`src/rtl/fp_add_sched_pkg.sv`:
```
// Shared types and constants for the two-channel FP add scheduler.
package fp_sched_pkg;
    localparam int CH_NUM = 2;
    localparam int FP_W   = 32;

    localparam logic [FP_W-1:0] FP_ONE = 32'h3F80_0000;
    localparam logic [FP_W-1:0] FP_TWO = 32'h4000_0000;

    typedef logic [$clog2(CH_NUM)-1:0] tid_t;

    typedef struct packed {
        logic            valid;
        tid_t            tid;
        logic [FP_W-1:0] data;
    } stage_t;
endpackage

```
`src/rtl/fp_add_sched_if.sv`:
```
// Operand and result AXI-stream bundle; slave is the scheduler's view.
interface fp_add_sched_if #(parameter int DATA = 32);
    logic            s0_axis_valid, s0_axis_ready;
    logic [DATA-1:0] s0_axis_a, s0_axis_b;
    logic            s1_axis_valid, s1_axis_ready;
    logic [DATA-1:0] s1_axis_a, s1_axis_b;
    logic            m_axis_valid, m_axis_ready;
    logic [DATA-1:0] m_axis_data;
    logic            m_axis_tid;

    modport slave (
        input  s0_axis_valid, s0_axis_a, s0_axis_b,
        input  s1_axis_valid, s1_axis_a, s1_axis_b,
        input  m_axis_ready,
        output s0_axis_ready, s1_axis_ready,
        output m_axis_valid, m_axis_data, m_axis_tid
    );

    modport master (
        output s0_axis_valid, s0_axis_a, s0_axis_b,
        output s1_axis_valid, s1_axis_a, s1_axis_b,
        output m_axis_ready,
        input  s0_axis_ready, s1_axis_ready,
        input  m_axis_valid, m_axis_data, m_axis_tid
    );
endinterface

```
`src/rtl/float_adder.sv`:
```
// Combinational magnitude-only single-precision adder: sign follows A,
// mantissas are truncated, no special values.
module float_adder (
    input  logic [31:0] A,
    input  logic [31:0] B,
    output logic [31:0] Out
);
    logic [7:0]  ea, eb, diff, e_big;
    logic [23:0] m_big, m_sml;
    logic [24:0] sum;

    always_comb begin
        ea = A[30:23];
        eb = B[30:23];
        if (ea >= eb) begin
            diff  = ea - eb;
            e_big = ea;
            m_big = {1'b1, A[22:0]};
            m_sml = {1'b1, B[22:0]} >> diff;
        end else begin
            diff  = eb - ea;
            e_big = eb;
            m_big = {1'b1, B[22:0]};
            m_sml = {1'b1, A[22:0]} >> diff;
        end
        sum = {1'b0, m_big} + {1'b0, m_sml};
        // a carry out of the hidden bit renormalises by one place
        if (sum[24])
            Out = {A[31], e_big + 8'd1, sum[23:1]};
        else
            Out = {A[31], e_big, sum[22:0]};
    end
endmodule

```
`src/rtl/fp_rr_arb2.sv`:
```
// Two-input round-robin arbiter; pointer favours the channel not served last.
module fp_rr_arb2 (
    input  logic       clk,
    input  logic       rst_n,
    input  logic [1:0] req,
    input  logic       advance,
    output logic [1:0] grant
);
    logic ptr;

    always_comb begin
        grant = req;
        if (req == 2'b11) begin
            grant      = 2'b00;
            grant[ptr] = 1'b1;
        end
    end

    always_ff @(posedge clk or negedge rst_n) begin
        if (!rst_n)
            ptr <= 1'b0;
        else if (advance && |grant)
            ptr <= grant[0];
    end
endmodule

```
`src/rtl/fp_add_sched.sv`:
```
// Shares one float_adder between two operand streams through a
// two-stage (operands, result) pipeline with round-robin arbitration.
module fp_add_sched
    import fp_sched_pkg::*;
#(
    parameter int DATA  = 32,
    parameter int CNT_W = 16
) (
    input  logic             axis_clk,
    input  logic             axis_reset,
    fp_add_sched_if.slave    s,
    output logic [CNT_W-1:0] done_cnt0,
    output logic [CNT_W-1:0] done_cnt1,
    output logic             busy
);
    logic            en;
    logic            v1;
    tid_t            tid1;
    logic [DATA-1:0] a1, b1;
    stage_t          s2;
    logic [31:0]     sum;
    logic [1:0]      req, grant;
    logic            adv1, adv2, take;

    // en keeps readies low until the first edge after reset release
    assign req  = {s.s1_axis_valid, s.s0_axis_valid} & {2{en}};
    assign adv2 = !s2.valid | s.m_axis_ready;
    assign adv1 = !v1 | adv2;
    assign take = adv1 & |grant;

    fp_rr_arb2 u_arb (
        .clk    (axis_clk),
        .rst_n  (axis_reset),
        .req    (req),
        .advance(adv1),
        .grant  (grant)
    );

    float_adder u_add (
        .A  (a1),
        .B  (b1),
        .Out(sum)
    );

    assign s.s0_axis_ready = grant[0] & adv1;
    assign s.s1_axis_ready = grant[1] & adv1;
    assign s.m_axis_valid  = s2.valid;
    assign s.m_axis_data   = s2.data;
    assign s.m_axis_tid    = s2.tid;
    assign busy            = v1 | s2.valid;

    always_ff @(posedge axis_clk or negedge axis_reset) begin
        if (!axis_reset) begin
            en   <= 1'b0;
            v1   <= 1'b0;
            tid1 <= '0;
            a1   <= '0;
            b1   <= '0;
            s2   <= '0;
        end else begin
            en <= 1'b1;
            if (adv1) begin
                v1 <= take;
                if (take) begin
                    tid1 <= grant[1];
                    a1   <= grant[1] ? s.s1_axis_a : s.s0_axis_a;
                    b1   <= grant[1] ? s.s1_axis_b : s.s0_axis_b;
                end
            end
            if (adv2) begin
                s2.valid <= v1;
                if (v1) begin
                    s2.tid  <= tid1;
                    s2.data <= sum;
                end
            end
        end
    end

    always_ff @(posedge axis_clk or negedge axis_reset) begin
        if (!axis_reset) begin
            done_cnt0 <= '0;
            done_cnt1 <= '0;
        end else if (s2.valid && s.m_axis_ready) begin
            if (s2.tid == 1'b1)
                done_cnt1 <= done_cnt1 + 1'b1;
            else
                done_cnt0 <= done_cnt0 + 1'b1;
        end
    end
endmodule

```
`src/flat_wrapper.sv`:
```
// flat-port wrapper written by rule: the top's interface ports become plain ports
module fp_add_sched_flat import fp_sched_pkg::*;
#(
    parameter int DATA  = 32,
    parameter int CNT_W = 16
)
  (axis_clk, axis_reset, done_cnt0, done_cnt1, busy, s_s0_axis_valid, s_s0_axis_a, s_s0_axis_b, s_s1_axis_valid, s_s1_axis_a, s_s1_axis_b, s_m_axis_ready, s_s0_axis_ready, s_s1_axis_ready, s_m_axis_valid, s_m_axis_data, s_m_axis_tid);
  fp_add_sched_if #(.DATA(DATA)) s_i ();
  input  logic axis_clk;
  input  logic axis_reset;
  output logic [CNT_W-1:0] done_cnt0;
  output logic [CNT_W-1:0] done_cnt1;
  output logic busy;
  input wire logic [$bits(s_i.s0_axis_valid)-1:0] s_s0_axis_valid;
  input wire logic [$bits(s_i.s0_axis_a)-1:0] s_s0_axis_a;
  input wire logic [$bits(s_i.s0_axis_b)-1:0] s_s0_axis_b;
  input wire logic [$bits(s_i.s1_axis_valid)-1:0] s_s1_axis_valid;
  input wire logic [$bits(s_i.s1_axis_a)-1:0] s_s1_axis_a;
  input wire logic [$bits(s_i.s1_axis_b)-1:0] s_s1_axis_b;
  input wire logic [$bits(s_i.m_axis_ready)-1:0] s_m_axis_ready;
  output wire logic [$bits(s_i.s0_axis_ready)-1:0] s_s0_axis_ready;
  output wire logic [$bits(s_i.s1_axis_ready)-1:0] s_s1_axis_ready;
  output wire logic [$bits(s_i.m_axis_valid)-1:0] s_m_axis_valid;
  output wire logic [$bits(s_i.m_axis_data)-1:0] s_m_axis_data;
  output wire logic [$bits(s_i.m_axis_tid)-1:0] s_m_axis_tid;
  assign s_i.s0_axis_valid = s_s0_axis_valid;
  assign s_i.s0_axis_a = s_s0_axis_a;
  assign s_i.s0_axis_b = s_s0_axis_b;
  assign s_i.s1_axis_valid = s_s1_axis_valid;
  assign s_i.s1_axis_a = s_s1_axis_a;
  assign s_i.s1_axis_b = s_s1_axis_b;
  assign s_i.m_axis_ready = s_m_axis_ready;
  assign s_s0_axis_ready = s_i.s0_axis_ready;
  assign s_s1_axis_ready = s_i.s1_axis_ready;
  assign s_m_axis_valid = s_i.m_axis_valid;
  assign s_m_axis_data = s_i.m_axis_data;
  assign s_m_axis_tid = s_i.m_axis_tid;
  fp_add_sched #(.DATA(DATA), .CNT_W(CNT_W)) u_core (.axis_clk(axis_clk), .axis_reset(axis_reset), .s(s_i), .done_cnt0(done_cnt0), .done_cnt1(done_cnt1), .busy(busy));
endmodule
```
`config.mk`:
```
export PLATFORM = sky130hd
export DESIGN_NAME = fp_add_sched_flat
export DESIGN_NICKNAME = d
export VERILOG_FILES = /design/src/rtl/fp_add_sched_pkg.sv /design/src/rtl/fp_add_sched_if.sv /design/src/rtl/float_adder.sv /design/src/rtl/fp_rr_arb2.sv /design/src/rtl/fp_add_sched.sv /design/src/flat_wrapper.sv
export SDC_FILE = /design/constraint.sdc
export NUM_CORES = 1
export LEC_CHECK = 0
export CAP_MARGIN = 5
export CORE_AREA = 2 2 152 154
export CTS_CLUSTER_SIZE = 16
export DETAILED_ROUTE_END_ITERATION = 8
export DIE_AREA = 0 0 154 156
export GPL_TIMING_DRIVEN = 0
export PLACE_DENSITY = 0.79
export SETUP_SLACK_MARGIN = 0.5
export SLEW_MARGIN = 20
export SYNTH_ARGS = -nofsm -noshare
export SYNTH_HDL_FRONTEND = slang
export SYNTH_SLANG_ARGS = --single-unit
```
`constraint.sdc`:
```
create_clock -name axis_clk -period 5.37 [get_ports axis_clk]
set_clock_uncertainty 0.05 [all_clocks]
set_input_delay 1.074 -clock axis_clk [delete_from_list [all_inputs] [get_ports axis_clk]]
set_output_delay 1.074 -clock axis_clk [all_outputs]
set_load 0.005 [all_outputs]
```
==> results <==
==> synth_stat cells, types with 29 or more instances <==
cell	number
dfrtp_1	133
inv_1	37
o21ai_0	107
o21ai_1	29
a21oi_1	71
nand2_1	195
mux2_2	30
xnor2_1	43
ha_1	43
nor2_1	84
mux2i_1	118
clkbuf_1	58
==> state kept, by name, indices dropped and copies added (netlist names) <==
register	count
u_core.v1	1
u_core.tid1	1
u_core.done_cnt1	16
u_core.en	1
u_core.u_arb.ptr	1
u_core.a1	32
u_core.done_cnt0	16
u_core.s.m_axis_tid	1
u_core.s.m_axis_data	32
u_core.s.m_axis_valid	1
u_core.b1	31
==> final cells by class <==
type	count	area, um^2
buffer	76	538
clock buffer	18	429
clock inverter	14	158
fill	1772	6860
inverter	37	139
multi-input combinational	1025	7980
sequential	133	3340
tap	285	357
timing repair buffer	263	2570
==> routing by layer <==
layer  global-route usage  vias to the layer above  share of wire
li1                     -                     5179              -
met1                0.430                     5249           0.43
met2                0.474                      542           0.46
met3               0.0456                       95          0.077
met4                0.112                        0          0.033
met5                    0                        -              0
==> critical path: cells and delay by family, from the launching register on <==
kind	cells	cell delay [ns]
and+or+nand+nor	7	1.60
AOI/OAI and AO/OA	5	1.03
buffers and inverters	7	0.95
adders and majority gates	3	0.72
DFF	1	0.41
muxes	1	0.27
xor gates and xnor gates	1	0.12
==> how the worst max path moves through the flow <==
| stage | endpoint | slack (ns) | cells past startpoint |
|---|---|---|---|
| floorplan | u_core.s.m_axis_data[23] | 0.48 | 23 |
| global placement | u_core.s.m_axis_data[13] | -1.82 | 1 |
| detailed placement | u_core.s.m_axis_data[23] | -0.43 | 21 |
| CTS | u_core.s.m_axis_data[23] | 0.02 | 24 |
| global route | u_core.s.m_axis_data[3] | -0.09 | 22 |
| finish | u_core.s.m_axis_data[23] | 0.07 | 24 |
==> power by group through the flow <==
stage                     clock (W)  sequential (W)  combinational, W
after floorplan                   0         0.00155           0.00502
after global placement            0         0.00165           0.00705
after detailed placement          0         0.00167           0.00704
after CTS                   0.00120         0.00165           0.00780
after global routing        0.00124         0.00172           0.00960
final                       0.00120         0.00168           0.00907
==> timing repair <==
item,CTS,global route
setup endpoints to repair,31,31
setup buffers,33,28
hold buffers,0,0
pin swaps,30,39
cloned,1,1
gates resized for setup,102,133
==> metrics by stage <==
step / instance area, um^2 / total power, W / util / hold slack (ns) / std cells
2_1_floorplan: 11100 / 0.00657 / - / 0.389 / 1271
3_3_place_gp: 13400 / 0.00870 / 0.601 / 0.407 / 1755
3_5_place_dp: 13500 / 0.00871 / 0.602 / 0.416 / 1756
4_1_cts: 14700 / 0.0106 / 0.659 / 0.424 / 1822
5_1_grt: 15500 / 0.0126 / 0.693 / 0.442 / 1851
6_report: 15500 / 0.0119 / 0.693 / 0.415 / 1851
==> kinds of logic (layout without fill, tap and decap cells) <==
family / count (synthesis) / after routing
flip-flops: 133 / 133
AO/OA/AOI/OAI: 348 / 348
buffers and inverters: 113 / 408
AND/OR/NAND/NOR: 402 / 402
adder cells (fa/ha/maj): 46 / 46
XOR/XNOR: 63 / 63
multiplexers: 165 / 165
other: 1 / 1
==> summary.md <==
| Metric | Value |
|---|---|
| Status | `complete, no violations` |
| Die outline area | `approximately 0.024 mm^2` |
| Setup repair after global routing missed its margin | `true` |
| Library cells used by synthesis | `just under 80` |
| Register-to-register setup slack | `around 0.067 ns` |
| Number of remaining DRC errors | `0` |
| Clock root buffer | `clkbuf_16` |
| Crit Path Max Fanout | `6` |
| Switching power of the nets | `~0.0061 W` |
| Cell chain of the critical path | `inv_2 > ha_4 > inv_2 > fa_2 > a211oi_4 > o21a_1 > or3_1 > nand4_1 > buf_4 > buf_4 > or3_4 > buf_8 > o22ai_2 > ha_4 > and4_4 > nand2_2 > or4_4 > a21oi_4 > a41o_4 > nor4_4 > buf_6 > buf_8 > xnor2_1 > mux2_4` |
| Combinational family with the most area after synthesis | `compound AO/OA/AOI/OAI gates` |
| Worst Max-Slew Pin Slew | `approximately 0.83 ns` |
| Synth Area in Compound Gates | `0.203` |
| Vertical die dimension | `156 um` |
| Setup CP Type | `flip-flop to flip-flop` |
| Peak clock frequency supported by timing | `189 MHz` |
| Horizontal extent of the die | `roughly 150 um` |
| Setup-failing EPs final | `0` |
| # nets final | `~1700` |
| Share of total power in the clock network | `0.100` |
| HPWL after DPL | `28600 um` |
| Critical path capture point type | `flip-flop` |
| Drt via density | `5.98` |
| Portion of the post-synthesis area used by sequential elements | `0.306` |
| Clock-pin slew on the worst setup and hold paths | `roughly 0.06 ns` |
| Routability congestion estimate | `0.971` |
| Longest Clk Path Bufs | `2` |
| Number of buffers created by CTS | `17` |
| Total via count after detailed routing | `approximately 11000` |
| Area growth, synth to finish | `42.6%` |
| Number of failing hold endpoints at the final stage | `0` |
| Shortest clock period the worst path allows after layout | `5.30 ns` |
| Top cells by area, synth | `dfrtp_1, mux2i_1, nand2_1` |
| Maximum vdd ir drop | `around 0.36 mV` |
| Most common cell after layout, fill and taps aside | `clkdlybuf4s50_1` |
| Post-route fraction of the period consumed by the critical path | `0.987` |
| Total internal power | `roughly 0.0059 W` |
| Netlist area before placement | `0.0109 mm^2` |
| Flop pwr share | `0.141` |
| Static Leakage | `6.84 nW` |
| DRC violation total after the first TritonRoute iteration | `between 1000 and 1500` |
| Number of nets with antenna violations after detailed routing | `0` |
| Clk_lat worst skew | `0.44 ns` |
| Power per standard cell area | `approximately 770 mW/mm^2` |
| Via count of the first global-routing pass | `10300` |
| Post-synthesis simple-gate area fraction | `0.168` |
| Synth top area share | `0.306` |
| First-pass GRT wire length | `56900 um` |
| Slowest cell on the critical path | `or4_4` |
| CTS tree | `yes` |
| Post-Route Setup TNS | `0 ns` |
| Data arrival, critical path | `between 5 and 6 ns` |
| End point of the worst hold path | `u_core.done_cnt0[15]` |
| Reg-to-Reg End | `u_core.s.m_axis_data[23]` |
| Post-placement worst setup slack | `-0.428 ns` |
| Number of antenna violations at the first check in global routing | `0` |
| Beginning of the worst hold path | `u_core.done_cnt0[15]` |
| Syn_nets | `around 1500` |
| Overall Global Routing Usage | `0.304` |
| Worst Path Required | `5.63 ns` |
| Xor and xnor fraction of the mapped netlist area | `0.0514` |
| Delay of the slowest cell on the worst path | `roughly 0.52 ns` |
| Number of cells on the worst hold path | `1` |
| Antenna cell count | `0` |
| Synthesized-area fraction occupied by adder cells | `0.0550` |
| Setup crit start | `u_core.a1[23]` |
| Depth of the worst register-to-register path | `24` |
| Multiplexer fraction of the synthesized cell area | `0.175` |
| Number of buffer cells added on primary ports | `around 200` |
| Warnings, synthesis | `0` |
| Prevailing post-synth register cell | `dfrtp_1` |
| Area of the core | `between 0.02 and 0.025 mm^2` |
| Avg WL per Cell | `20.4 um` |
| Number of search-and-repair iterations in the first detailed-routing pass | `8` |
| Final Max Tran Viols | `0` |
| Worst r2r src | `u_core.a1[23]` |
| Fin worst setup slack | `roughly 0.067 ns` |
| Library cell with the largest summed area after synthesis | `dfrtp_1` |
| EDFF count, synth | `0` |
| Average cell area after synthesis | `around 8.6 um^2` |
| Final WL | `around 38000 um` |
| Register bit total from synthesis | `around 130` |
| Fraction of synthesis flops using an asynchronous set or reset pin | `1.00` |
| Worst slew margin relative to its limit | `0.448` |
| Commonest cells after routing, fill and taps aside | `clkdlybuf4s50_1, nand2_1, dfrtp_1` |
| Fraction of layout instances using a drive strength above 1 | `0.213` |
| Max-cap violations | `0` |
| CTS sink cnt | `between 100 and 150` |
| Global-route congestion overflow total | `0` |
| Effective utilization at floorplan | `0.486` |
| Type of the worst min-delay path | `flip-flop to flip-flop` |
| Share of total power in combinational logic | `0.759` |
| Number of placed I/O pins | `202` |
| Largest net degree at the start of global routing | `between 70 and 80` |
| H-tree lvl count | `4` |
| Net switching share of the total power | `0.508` |
| Instance count of the mapped netlist | `between 1000 and 1500` |
| Number of standard-cell rows in the floorplan | `55` |
| Worst setup SP type | `flip-flop` |
Power figures use the tool's default switching activity.
